<file path="src/rtl/outword_stream_bridge_pkg.sv">
// rtl/outword_stream_bridge_pkg.sv - shared types and helpers for the MMIO output/input stream bridges
package outword_stream_bridge_pkg;

  localparam int OUTWORD_W = 32;

  typedef struct packed {
    logic [OUTWORD_W-1:0] word2;
    logic [OUTWORD_W-1:0] word1;
  } stream_entry_t;

  // Pointer width carries one extra wrap bit so full and empty are distinguishable.
  function automatic int fifo_ptr_w(input int depth);
    return $clog2(depth) + 1;
  endfunction

endpackage

</file>
<file path="src/rtl/outword_stream_bridge_if.sv">
// rtl/outword_stream_bridge_if.sv - valid/ready stream carrying {OutWord2, OutWord1} entries
interface outword_stream_bridge_if #(
  parameter int W = 64
) ();

  logic [W-1:0] StreamData;
  logic         StreamValid;
  logic         StreamReady;

  modport master (
    output StreamData,
    output StreamValid,
    input  StreamReady
  );

  modport slave (
    input  StreamData,
    input  StreamValid,
    output StreamReady
  );

endinterface

</file>
<file path="src/rtl/outword_stream_bridge_fifo.sv">
// rtl/outword_stream_bridge_fifo.sv - synchronous FIFO with wrap-bit pointers and a registered head
module sync_fifo_r32i
  import outword_stream_bridge_pkg::*;
#(
  parameter int Width = 64,
  parameter int Depth = 8,
  localparam int PW = fifo_ptr_w(Depth),
  localparam int AW = PW - 1
) (
  input  logic             clk_i,
  input  logic             rst_i,
  input  logic             push_i,
  input  logic [Width-1:0] data_i,
  input  logic             pop_i,
  input  logic             flush_i,
  output logic             full_o,
  output logic             empty_o,
  output logic [PW-1:0]    level_o,
  output logic [Width-1:0] head_o
);

  logic [Width-1:0] mem_q [Depth];
  logic [PW-1:0]    wptr_q, rptr_q;
  logic [Width-1:0] head_q, head_d;
  logic [AW-1:0]    rnext;
  logic             do_push, do_pop;

  always_comb begin
    empty_o = (wptr_q == rptr_q);
    full_o  = (wptr_q[AW] != rptr_q[AW]) && (wptr_q[AW-1:0] == rptr_q[AW-1:0]);
    level_o = wptr_q - rptr_q;
    do_pop  = pop_i && !empty_o;
    do_push = push_i && (!full_o || do_pop);
    rnext   = rptr_q[AW-1:0] + AW'(1);
    // The head register mirrors mem[rptr] one cycle ahead, so the next head
    // is taken from memory or straight from the incoming word.
    head_d  = head_q;
    if (do_pop) begin
      if (level_o > PW'(1)) head_d = mem_q[rnext];
      else if (do_push)     head_d = data_i;
    end else if (empty_o && do_push) begin
      head_d = data_i;
    end
  end

  always_ff @(posedge clk_i) begin
    if (rst_i) begin
      wptr_q <= '0;
      rptr_q <= '0;
      head_q <= '0;
    end else if (flush_i) begin
      rptr_q <= wptr_q;
    end else begin
      if (do_push) wptr_q <= wptr_q + PW'(1);
      if (do_pop)  rptr_q <= rptr_q + PW'(1);
      head_q <= head_d;
    end
  end

  always_ff @(posedge clk_i) begin
    if (!rst_i && !flush_i && do_push) mem_q[wptr_q[AW-1:0]] <= data_i;
  end

  assign head_o = head_q;

endmodule

</file>
<file path="src/rtl/outword_stream_bridge.sv">
// rtl/outword_stream_bridge.sv - queues every change of {OutWord2, OutWord1} onto a valid/ready stream
module outword_stream_bridge
  import outword_stream_bridge_pkg::*;
#(
  parameter int dataW     = 32,
  parameter int FifoDepth = 8,
  parameter int DropCntW  = 16
) (
  input  logic                              clock,
  input  logic                              reset,
  input  logic [dataW-1:0]                  OutWord1,
  input  logic [dataW-1:0]                  OutWord2,
  input  logic                              Flush,
  input  logic                              ClearStatus,
  outword_stream_bridge_if.master           Stream,
  output logic [fifo_ptr_w(FifoDepth)-1:0]  Level,
  output logic                              Overflow,
  output logic [DropCntW-1:0]               DropCount
);

  localparam int PW = fifo_ptr_w(FifoDepth);

  logic [2*dataW-1:0] pair;
  logic [2*dataW-1:0] prev_q;
  logic               evt, push, drop, full, empty;
  logic               overflow_q, overflow_d;
  logic [DropCntW-1:0] drop_cnt_q, drop_cnt_d;
  logic [PW-1:0]      level;

  assign pair = {OutWord2, OutWord1};
  assign evt  = (pair != prev_q) && !reset;
  assign push = evt && !Flush;
  // When full the head is valid, so StreamReady alone decides whether a slot frees up.
  assign drop = push && full && !Stream.StreamReady;

  sync_fifo_r32i #(
    .Width (2*dataW),
    .Depth (FifoDepth)
  ) u_fifo (
    .clk_i   (clock),
    .rst_i   (reset),
    .push_i  (push),
    .data_i  (pair),
    .pop_i   (Stream.StreamReady),
    .flush_i (Flush),
    .full_o  (full),
    .empty_o (empty),
    .level_o (level),
    .head_o  (Stream.StreamData)
  );

  always_comb begin
    overflow_d = overflow_q;
    drop_cnt_d = drop_cnt_q;
    if (drop) begin
      overflow_d = 1'b1;
      if (ClearStatus)              drop_cnt_d = DropCntW'(1);
      else if (drop_cnt_q != '1)    drop_cnt_d = drop_cnt_q + DropCntW'(1);
    end else if (ClearStatus) begin
      overflow_d = 1'b0;
      drop_cnt_d = '0;
    end
  end

  always_ff @(posedge clock) begin
    if (reset) begin
      prev_q     <= '0;
      overflow_q <= 1'b0;
      drop_cnt_q <= '0;
    end else begin
      prev_q     <= pair;
      overflow_q <= overflow_d;
      drop_cnt_q <= drop_cnt_d;
    end
  end

  assign Stream.StreamValid = !empty;
  assign Level              = level;
  assign Overflow           = overflow_q;
  assign DropCount          = drop_cnt_q;

endmodule

</file>
<file path="src/flat_wrapper.sv">
// flat-port wrapper written by rule: the top's interface ports become plain ports
module outword_stream_bridge_flat import outword_stream_bridge_pkg::*;
#(
  parameter int dataW     = 32,
  parameter int FifoDepth = 8,
  parameter int DropCntW  = 16
)
  (clock, reset, OutWord1, OutWord2, Flush, ClearStatus, Level, Overflow, DropCount, Stream_StreamData, Stream_StreamValid, Stream_StreamReady);
  outword_stream_bridge_if Stream_i ();
  input  logic clock;
  input  logic reset;
  input  logic [dataW-1:0] OutWord1;
  input  logic [dataW-1:0] OutWord2;
  input  logic Flush;
  input  logic ClearStatus;
  output logic [fifo_ptr_w(FifoDepth)-1:0] Level;
  output logic Overflow;
  output logic [DropCntW-1:0] DropCount;
  output wire logic [$bits(Stream_i.StreamData)-1:0] Stream_StreamData;
  output wire logic [$bits(Stream_i.StreamValid)-1:0] Stream_StreamValid;
  input wire logic [$bits(Stream_i.StreamReady)-1:0] Stream_StreamReady;
  assign Stream_StreamData = Stream_i.StreamData;
  assign Stream_StreamValid = Stream_i.StreamValid;
  assign Stream_i.StreamReady = Stream_StreamReady;
  outword_stream_bridge #(.dataW(dataW), .FifoDepth(FifoDepth), .DropCntW(DropCntW)) u_core (.clock(clock), .reset(reset), .OutWord1(OutWord1), .OutWord2(OutWord2), .Flush(Flush), .ClearStatus(ClearStatus), .Stream(Stream_i), .Level(Level), .Overflow(Overflow), .DropCount(DropCount));
endmodule
</file>
<file path="config.mk">
export PLATFORM = sky130hd
export DESIGN_NAME = outword_stream_bridge_flat
export DESIGN_NICKNAME = d
export VERILOG_FILES = /design/src/rtl/outword_stream_bridge_pkg.sv /design/src/rtl/outword_stream_bridge_if.sv /design/src/rtl/outword_stream_bridge_fifo.sv /design/src/rtl/outword_stream_bridge.sv /design/src/flat_wrapper.sv
export SDC_FILE = /design/constraint.sdc
export NUM_CORES = 1
export LEC_CHECK = 0
export ABC_AREA = 1
export BUFFER_PORTS_ARGS = -buffer_cell sky130_fd_sc_hd__buf_2
export CAP_MARGIN = 0
export CORE_MARGIN = 4
export CORE_UTILIZATION = 40
export CTS_CLUSTER_DIAMETER = 40
export DETAILED_ROUTE_END_ITERATION = 12
export PLACE_DENSITY = 0.59
export SYNTH_ARGS = -nofsm -noshare
export SYNTH_HDL_FRONTEND = slang
export SYNTH_HIERARCHICAL = 1
export SYNTH_SLANG_ARGS = --single-unit
</file>
<file path="constraint.sdc">
create_clock -name clock -period 9.8 [get_ports clock]
set_clock_uncertainty 0.1 [all_clocks]
set_input_delay 1.47 -clock clock [delete_from_list [all_inputs] [get_ports clock]]
set_output_delay 1.47 -clock clock [all_outputs]
set_load 0.01 [all_outputs]
</file>
After elaboration in Yosys (flattened, before gate mapping) --
Memories as Yosys holds them, arrays and structs flattened. Index checks and enable logic that the tools add are counted.
Cells by class: bitwise operators 1, mux-type cells 14, div/mod/pow operators 0, order comparisons 1, add/sub/neg operators 5, equality and inequality tests 6, shifts and indexed selects 0, multiply operators 0, reductions and logical operators 23
Operators with widths (count):
- $mux 64 | 4
- $mux 16 | 4
- $ne 64x64->1 | 1
- $add 16x1->16 const B | 1
- $ne 16x16->1 const B | 1
- $logic_and 1x1->1 | 10
- $add 4x1->4 const B | 2
- $mux 4 | 2
- $reduce_bool 2->1 | 4
- $logic_not 1->1 | 5
- $eq 4x4->1 | 1
- $gt 4x1->1 const B | 1
- $mux 1 | 4
- $reduce_and 2->1 | 2
- $sub 4x4->4 | 1
- $add 3x1->3 const B | 1
- $eq 3x3->1 | 1
- $ne 3x2->1 const B | 1
- $reduce_and 3->1 | 1
- $logic_or 1x1->1 | 1
- $ne 1x1->1 | 1
- $not 1->1 | 1
Storage, ports and cells: memories kept 1, bits in writable memories 512, flip-flop bits (word level) 153, bits in read-only memories 0, bits in latches 0
Memories:
- u_core.u_fifo.mem_q | depth 8, width 64, rd ports 1, clocked after Yosys merged registers in 0, wr ports 1, line outword_stream_bridge_fifo.sv:22 | logic [Width-1:0] mem_q [Depth];

Logic depth before layout (Yosys ltp) --
Gate-level depths: netlist of the first run.
depth in word-level cells 8, mapped depth 19

Cells and area by module --
The synthesis of the first run kept the hierarchy.
By module, submodules not included:
- sync_fifo_r32i | cells an instance 2950, seq. area each 16816.1 um^2, area an instance 26571.7 um^2, times used 1
- outword_stream_bridge | cells an instance 633, seq. area each 1621.6 um^2, area an instance 3946.3 um^2, times used 1

Least setup slack after synthesis of the first run --
No wires, ideal clock.
path kind input -> register, start input OutWord1[19], end memory u_core.u_fifo.mem_q[6][0] (enable), setup slack 0.350 ns, path buffers 0, stages 17, arrival time 8.706 ns, library setup time 0.644 ns, path through inv_1 nand2_1 nand2_1 nor2_1 nand2_1 nor2_1 nand2_1 nor2_1 nand2_2 nand2_1 nor2_1 inv_1 nor2_1 nand2_1 inv_1 nand2_1 nor4_1
Between the ends: longest elaborated chain between the ends 7
Ends and longest elaborated chain:
- from (decl) | line flat_wrapper.sv:12 | input logic [dataW-1:0] OutWord1;
- $ne 64x64->1 | line outword_stream_bridge.sv:31 | assign evt = (pair != prev_q) && !reset;
- $logic_and 1x1->1 | line outword_stream_bridge.sv:31
- $logic_and 1x1->1 | line outword_stream_bridge.sv:32 | assign push = evt && !Flush;
- named net u_core.push | line outword_stream_bridge.sv:25 | logic evt, push, drop, full, empty;
- $logic_and 1x1->1 | line outword_stream_bridge_fifo.sv:33 | do_push = push_i && (!full_o || do_pop);
- $logic_and 1x1->1 | line outword_stream_bridge_fifo.sv:61 | if (!rst_i && !flush_i && do_push) mem_q[wptr_q[AW-1:0]] <= data_i;
- $mux 1 | line outword_stream_bridge_fifo.sv:61
- $mux 1 (implied by the code) | line outword_stream_bridge_fifo.sv:61
- to (decl) | line outword_stream_bridge_fifo.sv:22
The timed path passes the listed nets, and every way through them passes these cells.

Worst setup path after layout of the first run --
start input OutWord1[31], end memory u_core.u_fifo.mem_q[7][19] (enable)
The elaborated chain is that of the path after synthesis.

==> summary.txt, run 1 <==
Detailed routing
  – Initial DRC count: about 1600
  – Drt wl/cell: about 17 um
  – Via density: 4.67
  – Routed wire length: 80000 um
  – DRT Pass-1 Iters: 5
  – DRC: 0
  – DRT antenna net count: 0
  – Vias: 22400

Clock network
  – CTS Buf Count: 107
  – Max H-tree Level: 3
  – TritonCTS clock tree: yes
  – Hold_buf cts: 0
  – Post-CTS sizing: 0
  – CTS Root Cell: clkbuf_16
  – CTS max path bufs: 3
  – Setup bufs post-CTS: 0
  – Clock transition at the registers of the reported paths: 0.06 ns
  – Worst skew pair latency: approximately 0.65 ns
  – Sink Count: between 600 and 700

Critical path
  – Crit end category: flop
  – RR Endpoint: u_core/u_fifo/mem_q[7][19]
  – Worst reg2reg path depth: 16
  – Worst-path fanout max: 37
  – Critical Path RT: 9.96 ns
  – Worst r2r src: u_core/prev_q[31]
  – R2r setup slk: roughly 5.5 ns
  – Crit start category: input pin
  – Critical Path AT: 5.22 ns
  – Critical path class: in2reg

Synth
  – Post-synth net total: 3659
  – Syn Inst Count: 3583
  – Top-area cell type share of the netlist area: about half
  – Syn Std Cell Area: 30500 sq um
  – Seq/Total Area, Yosys: around three fifths
  – Synthesized flop and latch total: ~670
  – Area leader, netlist: edfxtp_1
  – Syn avg cell area: 8.52 sq um
  – Post-synthesis cell type count: 37
  – Top post-synthesis cells by area: edfxtp_1, nand2_1, dfxtp_1
  – Warnings from Yosys: 6

Hold path
  – Worst Hold Endpoint: u_core/Overflow
  – Hold Crit Class: reg2reg
  – Worst Min Path Start: u_core/Overflow
  – Cell count of the worst hold path: 2

Global routing
  – Tot GR Track Use: 19.6%
  – Total gr overflow: 0
  – Largest net degree at the start of global routing: 94
  – First-pass GRT wire length: 123000 um
  – Initial antenna violation count: 11
  – Number of global-route vias before repair: 21200

STA
  – Least-Margin Pin Slew: 1.18 ns
  – Final TNS setup: 0 ns
  – Setup ws final: about 4.7 ns
  – Slew headroom: a little over a fifth
  – Final Max Slew Viols: 0
  – Max Clk Rate: 198 MHz
  – Hold_ws: 0.384 ns
  – Unrepaired setup endpoints after global routing: false
  – Period Utilization, post-route: 51.6%
  – Final hold violations: 0
  – # setup viols final: 0
  – Post-layout minimum cycle time: 5.06 ns

Floorplan
  – Initial core utilization: between 40% and 50%
  – Height of the die: 284 um
  – Ports: 155
  – Die width: about 280 um
  – Placeable Area: 75800 sq um
  – Die area: 80800 sq um
  – Num rows: 101

Run
  – Max-cap violations: 0

Power and ir drop
  – PD cells: roughly 230 nW/um^2
  – Static leakage: approximately 17 nW
  – Peak supply drop: 0.144 mV
  – Overall power: 8.09 mW

Place
  – Pre-CTS setup slack: 4.12 ns
  – Final GP Congestion: 0.789
  – DP HPWL: 42000 um
  – Placed Cells: 4593
  – IO buf count: 154
  – Placed Area: ~32000 sq um

Finish
  – NumNets Final: 3800
  – Synthesis-to-finish area growth: 17.3%
  – Final core utilization: roughly 47%
  – Post-route cell area: 35800 sq um
  – Share of layout cells above drive strength 1: between 10% and 20%
  – Fillers: 7170
  – Final Non-Filler Cells: 4803

Run status
  – Outcome: finished clean
-- layout make-up --
cell class	instances	area [sq um]	area share [%]
tap	978	1220	3.42
timing repair buffer	187	1020	2.85
inverter	734	2770	7.73
clock buffer	120	2780	7.76
clock inverter	82	923	2.58
sequential	665	18400	51.5
multi-input combinational	2029	8620	24.1
antenna	8	20.0	0.0559
-- sequential cells by signal, indices dropped and copies added, names as in the netlist --
register / cells
u_core/u_fifo/mem_q: 512
u_core/prev_q: 64
u_core/DropCount: 16
u_core/u_fifo/wptr_q: 4
u_core/u_fifo/head_o: 64
u_core/Overflow: 1
u_core/u_fifo/rptr_q: 4
-- report_power, final --
part	switching (mW)	leakage [nW]	total (mW)	internal, mW
Sequential	0.0305	5.87	3.13	3.10
Clock	1.38	1.77	3.81	2.44
Combinational	0.818	9.53	1.14	0.326
-- per-layer routing --
layer	part of all wire [%]	vias to the layer above	routed length [um]	track usage, %
li1	-	11300	-	-
met1	45	10400	36300	26.2
met2	46	578	36900	32.3
met3	6.0	137	4840	3.65
met4	2.3	4	1860	6.46
met5	0.026	-	21	0
-- cell families after synthesis --
logic type / count (synthesis) / share of synthesized area [%]
AO/OA/AOI/OAI: 45 / 0.779
buffers and inverters: 889 / 11.6
flip-flops: 665 / 60.4
AND/OR/NAND/NOR: 1958 / 26.4
adder cells (fa/ha/maj): 7 / 0.312
XOR/XNOR: 19 / 0.545
-- synth_stat cells --
cell type,number
nor2_2,2
nor4_1,1
buf_1,14
buf_6,9
edfxtp_1,512
dfxtp_1,153
nand3b_1,2
clkinv_1,1
nand4_2,1
a221oi_1,1
or2_0,2
nand2_4,7
nand3b_4,1
a21oi_1,27
o21ai_0,14
o21ai_1,1
fa_1,1
nand4_1,1
clkbuf_1,47
inv_4,1
ha_1,6
nor2_4,1
xnor2_1,1
nand3_2,2
buf_4,7
inv_1,718
nand3_4,4
nor3_1,10
nand2_1,1263
inv_2,14
nand2_2,3
buf_2,78
nand3_1,404
nor2_1,254
xor2_1,18
a41o_1,1
a31o_2,1
-- layout by cell type (no fill, tap or decap), types with 3 or more instances in the layout --
cell	count
nand2_4	8
clkinvlp_4	16
inv_8	5
clkinv_2	11
xor2_1	18
inv_1	716
clkinv_1	12
o21ai_0	14
buf_4	34
inv_2	15
ha_1	5
clkbuf_1	9
nand2_2	3
dfxtp_1	152
nor2_1	253
nand3_4	4
edfxtp_1	512
a21oi_1	27
bufinv_16	14
inv_6	15
nor3_1	4
clkbuf_8	3
diode_2	8
clkinv_4	8
clkbuf_16	108
nand2_1	1262
nand3_1	404
nor3_2	6
buf_2	153
-- worst max-delay path, cell delays in order --
cell,delay [ns]
buf_2,0.20
xor2_1,0.17
nor2_1,0.07
nand2_1,0.11
nor2_1,0.09
nand2_1,0.14
nor2_1,0.07
nand2_2,0.10
nand2_1,0.06
nor2_1,0.16
inv_1,0.08
nor2_1,0.21
nand2_1,0.18
inv_1,0.12
nand2_1,0.25
nor2_4,0.98
buf_4,0.72
-- worst max-delay path by stage --
stage	startpoint	endpoint	slack (ns)
floorplan	OutWord1[19]	u_core/u_fifo/mem_q[6][0]	0.35
global placement	OutWord1[31]	u_core/u_fifo/mem_q[7][6]	4.17
detailed placement	OutWord1[31]	u_core/u_fifo/mem_q[7][6]	4.12
CTS	OutWord1[30]	u_core/u_fifo/mem_q[7][19]	4.79
global route	OutWord1[27]	u_core/u_fifo/mem_q[7][19]	4.45
finish	OutWord1[31]	u_core/u_fifo/mem_q[7][19]	4.74
No activity file was read; power rests on OpenSTA's default activity.
==> inputs of run 2 (changes only) <==
--- a/config.mk
+++ b/config.mk
@@ -12,7 +12,7 @@
 export CORE_UTILIZATION = 40
 export CTS_CLUSTER_DIAMETER = 40
 export DETAILED_ROUTE_END_ITERATION = 12
-export PLACE_DENSITY = 0.59
+export PLACE_DENSITY = 0.57
 export SYNTH_ARGS = -nofsm -noshare
 export SYNTH_HDL_FRONTEND = slang
 export SYNTH_HIERARCHICAL = 1
==> constraint.sdc (replaced) <==
create_clock -name clock -period 4.95 [get_ports clock]
set_clock_uncertainty 0.1 [all_clocks]
set_input_delay 0.7425 -clock clock [delete_from_list [all_inputs] [get_ports clock]]
set_output_delay 0.7425 -clock clock [all_outputs]
set_load 0.01 [all_outputs]
==> summary.txt, run 2 (same netlist as run 1, synthesis figures left out) <==
Clock network
  – Hold_buf cts: 0
  – CTS Buf Count: approximately 110
  – Setup bufs post-CTS: 0
  – CTS max path bufs: 3
  – Post-CTS sizing: 0
  – TritonCTS clock tree: yes
  – Worst skew pair latency: 0.66 ns
  – Max H-tree Level: 3
  – Clock transition at the registers of the reported paths: roughly 0.06 ns
  – Sink Count: 665
  – CTS Root Cell: clkbuf_16

Detailed routing
  – DRT Pass-1 Iters: 5
  – Initial DRC count: 1432
  – DRT antenna net count: 0
  – Via density: 4.66
  – Vias: ~22000
  – DRC: 0
  – Routed wire length: 78500 um
  – Drt wl/cell: roughly 16 um

STA
  – # setup viols final: 0
  – Max Clk Rate: 261 MHz
  – Final hold violations: 0
  – Slew headroom: 12.3%
  – Least-Margin Pin Slew: 1.32 ns
  – Hold_ws: 0.284 ns
  – Post-layout minimum cycle time: ~3.8 ns
  – Period Utilization, post-route: between 70% and 80%
  – Unrepaired setup endpoints after global routing: false
  – Final Max Slew Viols: 0

Critical path
  – Slowest cell on crit path: buf_4
  – Critical Path AT: 4.31 ns
  – Max stage delay on crit path: between 0.7 and 0.8 ns
  – Top cell family by delay on the critical path: simple AND/OR/NAND/NOR gates
  – Top cell by count, worst path: nand2_1
  – Worst-path fanout max: 44
  – Worst r2r src: u_core/u_fifo/wptr_q[0]
  – Worst path bufs/invs: 3
  – Critical Path RT: 5.43 ns
  – Critical path class: reg2reg
  – Crit start category: flop
  – RR Endpoint: u_core/u_fifo/head_o[42]
  – Crit end category: flop
  – Crit-path cells: inv_1 > ha_1 > fa_1 > inv_1 > nand2_1 > nand2_1 > nor2_2 > nand3_4 > buf_4 > nand3_1 > nand2_1 > nor2_1 > nor2_1
  – Worst reg2reg path depth: 13
  – R2r setup slk: 1.12 ns

Floorplan
  – Placeable Area: ~76000 sq um
  – Initial core utilization: approximately 40%
  – Die area: 80800 sq um
  – Num rows: 101
  – Height of the die: about 280 um
  – Ports: 155
  – Die width: roughly 280 um

Run status
  – Outcome: finished clean

Place
  – Placed Cells: 4600
  – DP HPWL: 42600 um
  – Final GP Congestion: slightly below 0.8
  – IO buf count: roughly 150

Power and ir drop
  – Sw Pwr: 4.40 mW
  – Clk pwr share: 47.3%
  – Sw frac: between 20% and 30%
  – Peak supply drop: roughly 0.31 mV
  – Static leakage: 17.3 nW
  – Sequential power share: 38.7%
  – Int Pwr: 11.6 mW
  – PD cells: ~440 nW/um^2
  – Overall power: 16.0 mW
  – Combinational share of power: 14.1%

Finish
  – Share of layout cells above drive strength 1: 11.3%
  – Most frequent cells in the layout: nand2_1, inv_1, edfxtp_1
  – Commonest non-fill, non-tap cell in the layout: nand2_1
  – Number of flip-flops in the largest register: approximately 500
  – NumNets Final: 3805
  – Synthesis-to-finish area growth: 18.2%
  – Final Non-Filler Cells: 4806

Hold path
  – Worst Min Path Start: OutWord1[28]
  – Hold Crit Class: in2reg
  – Worst Hold Endpoint: u_core/prev_q[28]
  – Cell count of the worst hold path: 3

Global routing
  – Number of global-route vias before repair: 21300
  – Tot GR Track Use: 19.2%
  – First-pass GRT wire length: between 100000 and 150000 um
  – Total gr overflow: 0
  – Initial antenna violation count: 9
  – Largest net degree at the start of global routing: 200

Run
  – Max-cap violations: 0
[run 2: worst max path at each step]
| stage | from | endpoint | slack (ns) | depth (start not counted) |
|---|---|---|---|---|
| after floorplan | OutWord1[19] | u_core/u_fifo/mem_q[0][0] | -0.13 | 17 |
| after global placement | OutWord1[19] | u_core/u_fifo/mem_q[6][2] | 0.86 | 19 |
| after detailed placement | OutWord1[19] | u_core/u_fifo/mem_q[6][3] | 0.84 | 19 |
| after CTS | u_core/u_fifo/wptr_q[0] | u_core/u_fifo/head_o[40] | 1.12 | 11 |
| after global routing | u_core/u_fifo/wptr_q[0] | u_core/u_fifo/head_o[42] | 0.95 | 13 |
| final | u_core/u_fifo/wptr_q[0] | u_core/u_fifo/head_o[42] | 1.12 | 13 |
[run 2: routing by layer]
| layer | up-vias | global-route usage (%) | share of wire [%] |
|---|---|---|---|
| li1 | 11300 | - | - |
| met1 | 10400 | 26.3 | 46 |
| met2 | 575 | 31.4 | 46 |
| met3 | 120 | 3.42 | 6.0 |
| met4 | 6 | 5.41 | 2.0 |
| met5 | - | 0 | 0.050 |
[run 2: cell type report]
class | instances | area, sq um
tap | 978 | 1220
clock buffer | 116 | 2740
fill | 7114 | 39700
multi-input combinational | 2029 | 8660
inverter | 734 | 2770
antenna | 6 | 15.0
clock inverter | 84 | 972
timing repair buffer | 194 | 1250
sequential | 665 | 18400
[run 2: power by group through the flow]
stage / combinational [mW] / sequential, mW / clock [mW]
after floorplan: 1.49 / 6.34 / 0
final: 2.26 / 6.20 / 7.58
after global routing: 2.54 / 6.21 / 8.01
after global placement: 2.25 / 6.31 / 0
after detailed placement: 2.27 / 6.31 / 0
after CTS: 2.28 / 6.20 / 7.72
[run 2: worst reg2reg max path: cells and delay by family, from the launching register on]
family	cells	cell delay, ns
flops	1	0.65
fa+ha+maj	2	0.69
simple gates	8	1.22
buf+inv	3	1.11
[run 2: metrics by stage]
| stage | util (%) | instance area (sq um) | TNS, ns | setup slack [ns] |
|---|---|---|---|---|
| floorplan | - | 30600 | -51.42 | -0.134 |
| global placement | 42.7 | 32300 | 0 | 0.857 |
| detailed placement | 42.7 | 32300 | 0 | 0.844 |
| CTS | 47.6 | 36100 | 0 | 1.12 |
| global route | 47.6 | 36100 | 0 | 0.951 |
| finish | 47.6 | 36100 | 0 | 1.12 |
==> inputs of run 3 (changes only) <==
--- a/config.mk
+++ b/config.mk
@@ -5,7 +5,7 @@
 export SDC_FILE = /design/constraint.sdc
 export NUM_CORES = 1
 export LEC_CHECK = 0
-export ABC_AREA = 1
+export ABC_AREA = 0
 export BUFFER_PORTS_ARGS = -buffer_cell sky130_fd_sc_hd__buf_2
 export CAP_MARGIN = 0
 export CORE_MARGIN = 4
==> constraint.sdc (replaced) <==
create_clock -name clock -period 3.74 [get_ports clock]
set_clock_uncertainty 0.1 [all_clocks]
set_input_delay 0.561 -clock clock [delete_from_list [all_inputs] [get_ports clock]]
set_output_delay 0.561 -clock clock [all_outputs]
set_load 0.01 [all_outputs]
==> summary.txt, run 3 <==
Run status
  – Outcome: finished clean

STA
  – Final hold violations: 0
  – Final Max Slew Viols: 0
  – Least-Margin Pin Slew: approximately 0.80 ns
  – Max Clk Rate: 297 MHz
  – Post-layout minimum cycle time: 3.36 ns
  – Slew headroom: 45.2%
  – Period Utilization, post-route: 89.9%
  – Hold_ws: 0.0795 ns
  – Final TNS setup: 0 ns
  – Setup ws final: between 0.3 and 0.4 ns
  – # setup viols final: 0
  – Unrepaired setup endpoints after global routing: false

Clock network
  – CTS Root Cell: clkbuf_16
  – CTS Buf Count: 96
  – Clock transition at the registers of the reported paths: 0.05 ns
  – Post-CTS sizing: 0
  – TritonCTS clock tree: yes
  – Setup bufs post-CTS: 0
  – Worst skew pair latency: 0.64 ns
  – Max H-tree Level: 3
  – CTS max path bufs: 3
  – Sink Count: 665
  – Hold_buf cts: 0

Global routing
  – Tot GR Track Use: 19.7%
  – Number of global-route vias before repair: 15700
  – Initial antenna violation count: 9
  – Total gr overflow: 0
  – Largest net degree at the start of global routing: 73
  – First-pass GRT wire length: 103000 um

Critical path
  – WP depth: 10
  – Worst path bufs/invs: 1
  – Worst-path fanout max: 26
  – Slowest cell on crit path: nor4_1
  – Worst r2r src: u_core/prev_q[46]
  – Max stage delay on crit path: 0.59 ns
  – Critical Path RT: approximately 4.1 ns
  – Critical Path Start: u_core/prev_q[46]
  – Crit start category: flop
  – RR Endpoint: u_core/u_fifo/head_o[18]
  – Crit end category: flop
  – Critical Path AT: 3.77 ns
  – Crit-path cells: xor2_1 > nor4_1 > nand4_1 > nor4_2 > nor3_2 > or3_1 > o211ai_1 > or3_2 > buf_12 > o32ai_1
  – Setup crit end: u_core/u_fifo/head_o[18]
  – Worst reg2reg path depth: 10
  – Critical path class: reg2reg
  – Top cell family by delay on the critical path: simple AND/OR/NAND/NOR gates
  – R2r setup slk: between 0.3 and 0.4 ns

Synth
  – Ys flop type: edfxtp_1
  – Most instantiated library cell after synthesis: edfxtp_1
  – Asr flop ratio synth: 0%
  – Post-synth EDFFs: 512
  – Top-area cell type share of the netlist area: 59.0%
  – Post-synthesis cell type count: 57
  – Warnings from Yosys: 6
  – Post-synth net total: 1600
  – Syn avg cell area: 17.1 sq um
  – Synth top cells by count: edfxtp_1, dfxtp_1, mux4_2, nor2b_1, inv_1
  – Synthesized flop and latch total: 665
  – Area leader, netlist: edfxtp_1
  – Seq/Total Area, Yosys: a little over two thirds
  – Syn Inst Count: 1524
  – Syn Std Cell Area: around 26000 sq um
  – Top post-synthesis cells by area: edfxtp_1, dfxtp_1, mux4_2

Hold path
  – Hold Crit Class: in2reg
  – Worst Min Path Start: OutWord1[28]

Power and ir drop
  – Static leakage: roughly 11 nW
  – PD cells: 596 nW/um^2
  – Peak supply drop: 0.541 mV

Place
  – IO buf count: 154
  – DP HPWL: 39900 um
  – Pre-CTS setup slack: -0.00471 ns
  – Final GP Congestion: 0.773

Detailed routing
  – Via density: 5.50
  – DRT Pass-1 Iters: 5
  – Routed wire length: 68500 um
  – DRC: 0
  – Drt wl/cell: 25.3 um
  – DRT antenna net count: 0
  – Vias: around 15000
  – Initial DRC count: 1195

Run
  – Max-cap violations: 0

Floorplan
  – Num rows: 93
  – Die area: 69200 sq um
  – Ports: 155
  – Die width: 263 um
  – Height of the die: 263 um
  – Initial core utilization: about two fifths
  – Placeable Area: 64500 sq um

Finish
  – Commonest non-fill, non-tap cell in the layout: edfxtp_1
  – NumNets Final: 1846
  – Storage cell area: 18400 sq um
  – Synthesis-to-finish area growth: 23.0%
  – Multi-input logic area: 7010 sq um
  – Fillers: 5430
  – Most frequent cells in the layout: edfxtp_1, buf_2, dfxtp_1
  – Number of flip-flops in the largest register: 512
  – Share of layout cells above drive strength 1: 30.8%
  – Final core utilization: about half
run 3: cell types whose count changed after synthesis, sizes merged, moves of 12 or more:
cell,before,now
o32ai,0,64
o21ai,15,3
buf,108,30
a2111oi,0,63
a21oi,27,70
nor2b,0,129
nor2,257,20
mux4,0,128
nand2,1273,17
xor2,18,69
nor4,1,19
inv,733,77
clkbuf,47,67
nand3,410,8
run 3: worst min-delay path by stage:
stage                                       endpoint  slack, ns  cells past startpoint
after floorplan              u_core/u_fifo/head_o[0]       0.38                      2
after global placement      u_core/u_fifo/head_o[53]       0.34                      2
after detailed placement    u_core/u_fifo/head_o[53]       0.34                      2
after CTS                 u_core/u_fifo/mem_q[3][48]       0.04                      1
after global routing      u_core/u_fifo/mem_q[3][48]       0.06                      1
final                     u_core/u_fifo/mem_q[1][28]       0.08                      1
run 3: report_power, final:
group          switching, mW  internal, mW
sequential            0.0693          8.07
combinational          0.940         0.605
clock                   3.51          5.90
total                   4.52          14.6
run 3: logic make-up after synthesis:
kind of cell               share of synthesized area [%]
AOI/OAI and AO/OA                                   6.70
xor gates and xnor gates                            2.62
adders and majority gates                          0.365
buffers and inverters                               2.84
DFF                                                 70.8
muxes                                               11.2
and+or+nand+nor                                     5.43
run 3: metrics by stage:
stage          cell area (sq um)  cells  power (mW)
2_1_floorplan              26100   1524        9.13
3_3_place_gp               28600   2527        9.83
3_5_place_dp               28600   2527        9.85
4_1_cts                    32000   2708        19.3
5_1_grt                    32000   2708        19.7
6_report                   32000   2712        19.1
run 3: per-layer routing:
layer	routed length [um]	vias up	track usage, %
met1	28800	7751	26.2
met5	60	-	0
li1	-	6559	-
met2	33800	466	32.4
met3	4200	142	4.28
met4	1700	10	6.23
run 3: final cells by class:
class                   instances  area share, %
flip-flops and latches        665           57.6
multi-input cells             685           21.9
clock buffers                 111           7.84
repair buffers                245           5.63
well taps                     855           3.34
clock inverters                70           2.78
inverters                      77          0.902
diodes                          4         0.0313
